$ cat src/rtl/wb_commit_stage_pkg.sv
// Shared types for the writeback/commit stage: FSM states and exception source bit positions.
package wb_pkg;

    typedef enum logic [1:0] {
        ST_IDLE  = 2'd0,
        ST_REQ   = 2'd1,
        ST_FLUSH = 2'd2
    } wb_state_e;

    // Exception source positions for the default 7-source vector; higher bit wins.
    localparam int unsigned EXC_ALE  = 6;
    localparam int unsigned EXC_ADEF = 5;
    localparam int unsigned EXC_INE  = 4;
    localparam int unsigned EXC_SYS  = 3;
    localparam int unsigned EXC_BRK  = 2;
    localparam int unsigned EXC_INT  = 1;
    localparam int unsigned EXC_RSV  = 0;

endpackage

$ cat src/rtl/wb_commit_stage_if.sv
// MEM->WB payload, register-file write, CSR commit handshake and debug trace bundle.
interface wb_commit_stage_if #(
    parameter int unsigned PC_W   = 32,
    parameter int unsigned DATA_W = 32,
    parameter int unsigned ADDR_W = 5,
    parameter int unsigned EXC_W  = 7,
    parameter int unsigned IDX_W  = 3
);
    logic              ws_allowin;
    logic              ms_to_ws_valid;
    logic [PC_W-1:0]   ms_pc;
    logic              ms_rf_we;
    logic [ADDR_W-1:0] ms_rf_waddr;
    logic [DATA_W-1:0] ms_rf_wdata;
    logic [EXC_W-1:0]  ms_exc_vec;
    logic              ms_ertn;
    logic [PC_W-1:0]   ms_badv;

    logic              ws_rf_we;
    logic [ADDR_W-1:0] ws_rf_waddr;
    logic [DATA_W-1:0] ws_rf_wdata;

    logic              csr_commit_req;
    logic              csr_commit_is_ertn;
    logic [IDX_W-1:0]  csr_commit_idx;
    logic [PC_W-1:0]   csr_commit_pc;
    logic [PC_W-1:0]   csr_commit_badv;
    logic              csr_commit_ack;
    logic              ws_flush;

    logic [PC_W-1:0]   debug_wb_pc;
    logic [3:0]        debug_wb_rf_we;
    logic [ADDR_W-1:0] debug_wb_rf_wnum;
    logic [DATA_W-1:0] debug_wb_rf_wdata;

    // Writeback stage side.
    modport master (
        input  ms_to_ws_valid, ms_pc, ms_rf_we, ms_rf_waddr, ms_rf_wdata,
        input  ms_exc_vec, ms_ertn, ms_badv, csr_commit_ack,
        output ws_allowin, ws_rf_we, ws_rf_waddr, ws_rf_wdata,
        output csr_commit_req, csr_commit_is_ertn, csr_commit_idx,
        output csr_commit_pc, csr_commit_badv, ws_flush,
        output debug_wb_pc, debug_wb_rf_we, debug_wb_rf_wnum, debug_wb_rf_wdata
    );

    // MEM stage / CSR unit / regfile side.
    modport slave (
        output ms_to_ws_valid, ms_pc, ms_rf_we, ms_rf_waddr, ms_rf_wdata,
        output ms_exc_vec, ms_ertn, ms_badv, csr_commit_ack,
        input  ws_allowin, ws_rf_we, ws_rf_waddr, ws_rf_wdata,
        input  csr_commit_req, csr_commit_is_ertn, csr_commit_idx,
        input  csr_commit_pc, csr_commit_badv, ws_flush,
        input  debug_wb_pc, debug_wb_rf_we, debug_wb_rf_wnum, debug_wb_rf_wdata
    );

endinterface

$ cat src/rtl/wb_commit_stage_exc_prio_enc.sv
// Highest-set-bit encoder for the exception vector, plus an any-set flag.
module exc_prio_enc #(
    parameter int unsigned EXC_W = 7,
    parameter int unsigned IDX_W = 3
) (
    input  logic [EXC_W-1:0] i_vec,
    output logic [IDX_W-1:0] o_idx_c,
    output logic             o_any_c
);

    // Ascending scan so the last hit (highest bit) wins; all-zero yields index 0.
    always_comb begin
        o_idx_c = '0;
        for (int i = 0; i < int'(EXC_W); i++) begin
            if (i_vec[i]) o_idx_c = IDX_W'(i);
        end
    end

    assign o_any_c = |i_vec;

endmodule

$ cat src/rtl/wb_commit_stage.sv
// Writeback/commit stage: retires MEM results and commits exceptions/ertn to the CSR unit.
// Optional retire counter output enabled by defining WB_RETIRE_CNT_EN.
module wb_commit_stage
    import wb_pkg::*;
#(
    parameter int unsigned PC_W   = 32,
    parameter int unsigned DATA_W = 32,
    parameter int unsigned ADDR_W = 5,
    parameter int unsigned EXC_W  = 7,
    parameter int unsigned IDX_W  = 3
`ifdef WB_RETIRE_CNT_EN
   ,parameter int unsigned CNT_W  = 32
`endif
) (
    input  logic               clk,
    input  logic               reset,
`ifdef WB_RETIRE_CNT_EN
    output logic [CNT_W-1:0]   retire_cnt,
`endif
    wb_commit_stage_if.master  bus
);

    wb_state_e         r_state;
    wb_state_e         w_next_state;
    logic              r_valid;
    logic [PC_W-1:0]   r_pc;
    logic              r_rf_we;
    logic [ADDR_W-1:0] r_rf_waddr;
    logic [DATA_W-1:0] r_rf_wdata;
    logic [EXC_W-1:0]  r_exc_vec;
    logic              r_ertn;
    logic [PC_W-1:0]   r_badv;

    logic [IDX_W-1:0]  w_idx;
    logic              w_any_exc;
    logic              w_exc;
    logic              w_ready_go;
    logic              w_allowin;
    logic              w_load;
    logic              w_commit_req;
    logic              w_flush;
    logic              w_rf_we;

    exc_prio_enc #(
        .EXC_W (EXC_W),
        .IDX_W (IDX_W)
    ) u_exc_prio_enc (
        .i_vec   (r_exc_vec),
        .o_idx_c (w_idx),
        .o_any_c (w_any_exc)
    );

    assign w_exc      = r_valid & (w_any_exc | r_ertn);
    assign w_ready_go = ~w_exc;
    assign w_allowin  = ~r_valid | (w_ready_go & (r_state == ST_IDLE));
    assign w_load     = bus.ms_to_ws_valid & w_allowin;
    assign w_rf_we    = r_valid & r_rf_we & ~w_exc;

    // Commit FSM; ack is only consulted while the request is asserted.
    always_comb begin
        w_next_state = r_state;
        w_commit_req = 1'b0;
        w_flush      = 1'b0;
        unique case (r_state)
            ST_IDLE: begin
                if (w_exc) begin
                    w_commit_req = 1'b1;
                    w_next_state = bus.csr_commit_ack ? ST_FLUSH : ST_REQ;
                end
            end
            ST_REQ: begin
                w_commit_req = 1'b1;
                if (bus.csr_commit_ack) w_next_state = ST_FLUSH;
            end
            ST_FLUSH: begin
                w_flush      = 1'b1;
                w_next_state = ST_IDLE;
            end
            default: w_next_state = ST_IDLE;
        endcase
    end

    always_ff @(posedge clk) begin
        if (reset) r_state <= ST_IDLE;
        else       r_state <= w_next_state;
    end

    // The committing instruction leaves at the end of FLUSH; MEM is being flushed so nothing loads.
    always_ff @(posedge clk) begin
        if (reset)                    r_valid <= 1'b0;
        else if (r_state == ST_FLUSH) r_valid <= 1'b0;
        else if (w_allowin)           r_valid <= bus.ms_to_ws_valid;
    end

    always_ff @(posedge clk) begin
        if (reset) begin
            r_pc       <= '0;
            r_rf_we    <= 1'b0;
            r_rf_waddr <= '0;
            r_rf_wdata <= '0;
            r_exc_vec  <= '0;
            r_ertn     <= 1'b0;
            r_badv     <= '0;
        end else if (w_load) begin
            r_pc       <= bus.ms_pc;
            r_rf_we    <= bus.ms_rf_we;
            r_rf_waddr <= bus.ms_rf_waddr;
            r_rf_wdata <= bus.ms_rf_wdata;
            r_exc_vec  <= bus.ms_exc_vec;
            r_ertn     <= bus.ms_ertn;
            r_badv     <= bus.ms_badv;
        end
    end

`ifdef WB_RETIRE_CNT_EN
    always_ff @(posedge clk) begin
        if (reset)
            retire_cnt <= '0;
        else if (r_valid & w_ready_go & (r_state == ST_IDLE))
            retire_cnt <= retire_cnt + CNT_W'(1);
    end
`endif

    assign bus.ws_allowin         = w_allowin;
    assign bus.ws_rf_we           = w_rf_we;
    assign bus.ws_rf_waddr        = r_rf_waddr;
    assign bus.ws_rf_wdata        = r_rf_wdata;
    assign bus.csr_commit_req     = w_commit_req;
    assign bus.csr_commit_is_ertn = r_ertn & ~w_any_exc;
    assign bus.csr_commit_idx     = w_idx;
    assign bus.csr_commit_pc      = r_pc;
    assign bus.csr_commit_badv    = r_badv;
    assign bus.ws_flush           = w_flush;
    assign bus.debug_wb_pc        = r_pc;
    assign bus.debug_wb_rf_we     = {4{w_rf_we}};
    assign bus.debug_wb_rf_wnum   = r_rf_waddr;
    assign bus.debug_wb_rf_wdata  = r_rf_wdata;

endmodule
$ cat src/flat_wrapper.sv
// flat-port wrapper written by rule: the top's interface ports become plain ports
module wb_commit_stage_flat import wb_pkg::*;
#(
    parameter int unsigned PC_W   = 32,
    parameter int unsigned DATA_W = 32,
    parameter int unsigned ADDR_W = 5,
    parameter int unsigned EXC_W  = 7,
    parameter int unsigned IDX_W  = 3

)
  (clk, reset, bus_ms_to_ws_valid, bus_ms_pc, bus_ms_rf_we, bus_ms_rf_waddr, bus_ms_rf_wdata, bus_ms_exc_vec, bus_ms_ertn, bus_ms_badv, bus_csr_commit_ack, bus_ws_allowin, bus_ws_rf_we, bus_ws_rf_waddr, bus_ws_rf_wdata, bus_csr_commit_req, bus_csr_commit_is_ertn, bus_csr_commit_idx, bus_csr_commit_pc, bus_csr_commit_badv, bus_ws_flush, bus_debug_wb_pc, bus_debug_wb_rf_we, bus_debug_wb_rf_wnum, bus_debug_wb_rf_wdata);
  wb_commit_stage_if #(.PC_W(PC_W), .DATA_W(DATA_W), .ADDR_W(ADDR_W), .EXC_W(EXC_W), .IDX_W(IDX_W)) bus_i ();
  input  logic clk;
  input  logic reset;
  input wire logic [$bits(bus_i.ms_to_ws_valid)-1:0] bus_ms_to_ws_valid;
  input wire logic [$bits(bus_i.ms_pc)-1:0] bus_ms_pc;
  input wire logic [$bits(bus_i.ms_rf_we)-1:0] bus_ms_rf_we;
  input wire logic [$bits(bus_i.ms_rf_waddr)-1:0] bus_ms_rf_waddr;
  input wire logic [$bits(bus_i.ms_rf_wdata)-1:0] bus_ms_rf_wdata;
  input wire logic [$bits(bus_i.ms_exc_vec)-1:0] bus_ms_exc_vec;
  input wire logic [$bits(bus_i.ms_ertn)-1:0] bus_ms_ertn;
  input wire logic [$bits(bus_i.ms_badv)-1:0] bus_ms_badv;
  input wire logic [$bits(bus_i.csr_commit_ack)-1:0] bus_csr_commit_ack;
  output wire logic [$bits(bus_i.ws_allowin)-1:0] bus_ws_allowin;
  output wire logic [$bits(bus_i.ws_rf_we)-1:0] bus_ws_rf_we;
  output wire logic [$bits(bus_i.ws_rf_waddr)-1:0] bus_ws_rf_waddr;
  output wire logic [$bits(bus_i.ws_rf_wdata)-1:0] bus_ws_rf_wdata;
  output wire logic [$bits(bus_i.csr_commit_req)-1:0] bus_csr_commit_req;
  output wire logic [$bits(bus_i.csr_commit_is_ertn)-1:0] bus_csr_commit_is_ertn;
  output wire logic [$bits(bus_i.csr_commit_idx)-1:0] bus_csr_commit_idx;
  output wire logic [$bits(bus_i.csr_commit_pc)-1:0] bus_csr_commit_pc;
  output wire logic [$bits(bus_i.csr_commit_badv)-1:0] bus_csr_commit_badv;
  output wire logic [$bits(bus_i.ws_flush)-1:0] bus_ws_flush;
  output wire logic [$bits(bus_i.debug_wb_pc)-1:0] bus_debug_wb_pc;
  output wire logic [$bits(bus_i.debug_wb_rf_we)-1:0] bus_debug_wb_rf_we;
  output wire logic [$bits(bus_i.debug_wb_rf_wnum)-1:0] bus_debug_wb_rf_wnum;
  output wire logic [$bits(bus_i.debug_wb_rf_wdata)-1:0] bus_debug_wb_rf_wdata;
  assign bus_i.ms_to_ws_valid = bus_ms_to_ws_valid;
  assign bus_i.ms_pc = bus_ms_pc;
  assign bus_i.ms_rf_we = bus_ms_rf_we;
  assign bus_i.ms_rf_waddr = bus_ms_rf_waddr;
  assign bus_i.ms_rf_wdata = bus_ms_rf_wdata;
  assign bus_i.ms_exc_vec = bus_ms_exc_vec;
  assign bus_i.ms_ertn = bus_ms_ertn;
  assign bus_i.ms_badv = bus_ms_badv;
  assign bus_i.csr_commit_ack = bus_csr_commit_ack;
  assign bus_ws_allowin = bus_i.ws_allowin;
  assign bus_ws_rf_we = bus_i.ws_rf_we;
  assign bus_ws_rf_waddr = bus_i.ws_rf_waddr;
  assign bus_ws_rf_wdata = bus_i.ws_rf_wdata;
  assign bus_csr_commit_req = bus_i.csr_commit_req;
  assign bus_csr_commit_is_ertn = bus_i.csr_commit_is_ertn;
  assign bus_csr_commit_idx = bus_i.csr_commit_idx;
  assign bus_csr_commit_pc = bus_i.csr_commit_pc;
  assign bus_csr_commit_badv = bus_i.csr_commit_badv;
  assign bus_ws_flush = bus_i.ws_flush;
  assign bus_debug_wb_pc = bus_i.debug_wb_pc;
  assign bus_debug_wb_rf_we = bus_i.debug_wb_rf_we;
  assign bus_debug_wb_rf_wnum = bus_i.debug_wb_rf_wnum;
  assign bus_debug_wb_rf_wdata = bus_i.debug_wb_rf_wdata;
  wb_commit_stage #(.PC_W(PC_W), .DATA_W(DATA_W), .ADDR_W(ADDR_W), .EXC_W(EXC_W), .IDX_W(IDX_W)) u_core (.clk(clk), .reset(reset), .bus(bus_i));
endmodule
$ cat config.mk
export PLATFORM = sky130hd
export DESIGN_NAME = wb_commit_stage_flat
export DESIGN_NICKNAME = d
export VERILOG_FILES = /design/src/rtl/wb_commit_stage_pkg.sv /design/src/rtl/wb_commit_stage_if.sv /design/src/rtl/wb_commit_stage_exc_prio_enc.sv /design/src/rtl/wb_commit_stage.sv /design/src/flat_wrapper.sv
export SDC_FILE = /design/constraint.sdc
export NUM_CORES = 1
export LEC_CHECK = 0
export BUFFER_PORTS_ARGS = -buffer_cell sky130_fd_sc_hd__buf_2
export CAP_MARGIN = 20
export CELL_PAD_IN_SITES_DETAIL_PLACEMENT = 2
export CELL_PAD_IN_SITES_GLOBAL_PLACEMENT = 2
export CORE_MARGIN = 2
export CORE_UTILIZATION = 31
export DETAILED_ROUTE_END_ITERATION = 8
export GPL_TIMING_DRIVEN = 0
export HOLD_SLACK_MARGIN = 0.03
export PLACE_DENSITY = 0.89
export SLEW_MARGIN = 15
export SYNTH_ARGS = -nofsm -noshare
export SYNTH_HDL_FRONTEND = slang
export SYNTH_SLANG_ARGS = --single-unit
$ cat constraint.sdc
create_clock -name clk -period 3.85 [get_ports clk]
set_input_delay 0.385 -clock clk [delete_from_list [all_inputs] [get_ports clk]]
set_output_delay 0.385 -clock clk [all_outputs]
set_load 0.05 [all_outputs]
==> results_dict.tcl <==
set metrics [dict create \
    status "finished, final reports clean" \
    vias 10110 \
    ir_drop_v 0.0002575 \
    drive_gt1_frac 0.3257 \
    setup_viol 0 \
    max_freq_ghz 0.3161 \
    synth_top_area_frac 0.2722 \
    fin_setup_tns_ps 0 \
    swShare 0.5079 \
    cts_hold_buffers 0 \
    cp_data_arrival_time_ps 2780 \
    worst_hold_slack_ps 157.5 \
    grt_antenna_before_repair 4 \
    dp.final_hpwl_um 28930 \
    power_frac_clock 0.257 \
    cts_sinks 113 \
    synth_seq_cells 113 \
    fp.dieW_um 167.7 \
    placed_area_um2 10200 \
    grt_pass1_vias 11090 \
    seqPwrFrac 0.254 \
    end_kind "output port" \
    postLayoutCellArea_um2 10810 \
    switchingPower_mw 3.263 \
    fp-row-count 59 \
    multi_input_area_um2 4857 \
    hold_viol 0 \
    seq_area_frac_synth 0.2722 \
    cts_made_buffers 17 \
    cts.path.max_buffers 2 \
    max-slew-margin-rel 0.3790 \
    synth_cells 1019 \
    gp_congestion 0.8207 \
    post_drt_wl_per_cell_um 23.93 \
    viasPerCell 6.002 \
    fin_cells 1685 \
    grt_max_degree 17 \
    crit_type "flip-flop to output port" \
    combPwrFrac 0.489 \
    cts-root-buf "clkbuf_16" \
    postCtsSetupBuffers 0 \
    seq_area_um2 2262 \
    syn_area_um2 8312 \
    route.detailed.drc 0 \
    ioPinCount 296 \
    avgSynthCellArea_um2 8.157 \
    nFillCells 3085 \
    synth_top_area_cell "dfxtp_1" \
    hold_class "input port to flip-flop" \
    cts_resized 0 \
    dieArea_um2 28140 \
    powerDensity_nw_per_um2 594.2 \
    path_max_fanout 10 \
    clock_skew_ps 17.57 \
    yosysWarnings 0 \
    rrSetupSlack_ps 1480 \
    tightest_slew_ps 931.6 \
    finalPower_mw 6.423 \
    p_leak_nw 4.308 \
    grt_pass1_wl_um 63420 \
    syn-num-nets 1133 \
    drv_cap 0 \
    syn_to_final_growth_pct 30.06 \
    core_area_um2 26210 \
    yosysUniqueCellTypes 30 \
    layout_common_cells "329 x buf_2, 113 x nor2b_1, 113 x dfxtp_1, 112 x clkbuf_1, 112 x nand3_1" \
    dr.pass1.iters 5 \
    initial_core_util 0.3172 \
    rsz0062_at_grt "false" \
    slew_viol_final 0 \
    io_buffers 294 \
    min_period_ps 3164 \
    worstSkewPairLatency_ps 420 \
    die_y_um 167.7 \
    tritoncts "done" \
    overflow 0 \
    grt_usage 0.2815 \
    ant_nets 0 \
    h-tree-depth 4 \
    fin_nets 1446 \
    start_kind "flip-flop" \
    power.internal_mw 3.161 \
    mostFrequentLayoutCell "buf_2" \
    period_share 0.8217 \
    required_ps 3460 \
    clk_pin_slew_ps 70 \
    synth_top_cells_by_area "dfxtp_1 27%, nor4bb_1 12%, a41oi_1 11%" \
    place_inst 1648 \
    drt_iter0_drc 613 \
    wirelength_um 40320 \
]
-- critical path: stages (launching register included) --
cell      delay (ps)
dfxtp_1          340
nor4_1           490
clkbuf_1         750
nand2_1          170
o31ai_1          260
buf_2            330
-- cells by family (layout without fill, tap and decap cells) --
kind of cell / after synthesis / count (layout) / synth area share
flops: 113 / 113 / 0.2722
compound gates: 216 / 216 / 0.2107
simple gates: 459 / 459 / 0.3736
other cells: 0 / 5 / 0
buf+inv: 231 / 557 / 0.1435
-- Yosys cell counts, drive strengths merged --
cell type	count
buf	114
dfxtp	113
nor2b	113
nand3	112
clkbuf	111
nand4	110
a41oi	102
o211ai	102
nor4bb	101
nand2	9
inv	6
nor3	3
o311ai	3
o31ai	3
a2111oi	2
a21oi	2
nor2	2
nor4	2
and3	1
and4bb	1
nand2b	1
nor3b	1
o21bai	1
o31a	1
or3	1
or3b	1
or4	1
-- registers in the layout, summed over array words and instances (netlist names) --
name and count:
u_core.bus.csr_commit_badv 32, u_core.bus.csr_commit_pc 32, u_core.r_exc_vec 7, u_core.bus.debug_wb_rf_wdata 32, u_core.r_valid 1, u_core.bus.debug_wb_rf_wnum 5
u_core.r_ertn 1, u_core.r_state 2, u_core.r_rf_we 1
-- power groups by stage --
stage,combinational [mW],clock (mW),sequential [mW]
6_report,3.14,1.65,1.63
5_1_grt,3.30,1.72,1.66
4_1_cts,3.13,1.67,1.63
3_5_place_dp,3.12,0,1.65
3_3_place_gp,3.05,0,1.63
2_1_floorplan,1.61,0,2.24
-- worst paths after layout --
check                                      from                       endpoint  cells after the start
setup / recovery            u_core.r_exc_vec[6]                 bus_ws_allowin                      5
hold / removal               bus_csr_commit_ack              u_core.r_state[0]                      2
hold reg to reg   u_core.bus.csr_commit_badv[9]  u_core.bus.csr_commit_badv[9]                      2
setup reg to reg            u_core.r_exc_vec[6]   u_core.bus.csr_commit_pc[12]                      5
-- per-layer routing --
layer | wire length (um) | global-route usage | vias up
li1 | - | - | 4592
met1 | 16800 | 0.3488 | 5054
met2 | 19960 | 0.4880 | 382
met3 | 2208 | 0.04798 | 85
met4 | 1346 | 0.1062 | 0
met5 | 0 | 0 | -
-- area by class of cell --
cell class                      instances  share of cell area
Buffer                                225              0.1082
Antenna cell                            5            0.001157
Clock inverter                         13             0.01412
Tap cell                              335             0.03877
Clock buffer                           19             0.04097
Sequential cell                       113              0.2093
Multi-Input combinational cell        675              0.4493
Inverter                                6            0.002083
Timing Repair Buffer                  294              0.1361
-- through the flow --
step | setup slack [ps] | util
global placement | 1302 | 0.3893
finish | 686.4 | 0.4125
floorplan | 1235 | -
CTS | 716.9 | 0.4120
global route | 564.7 | 0.4121
detailed placement | 1213 | 0.3893
Power figures use the tool's default switching activity.
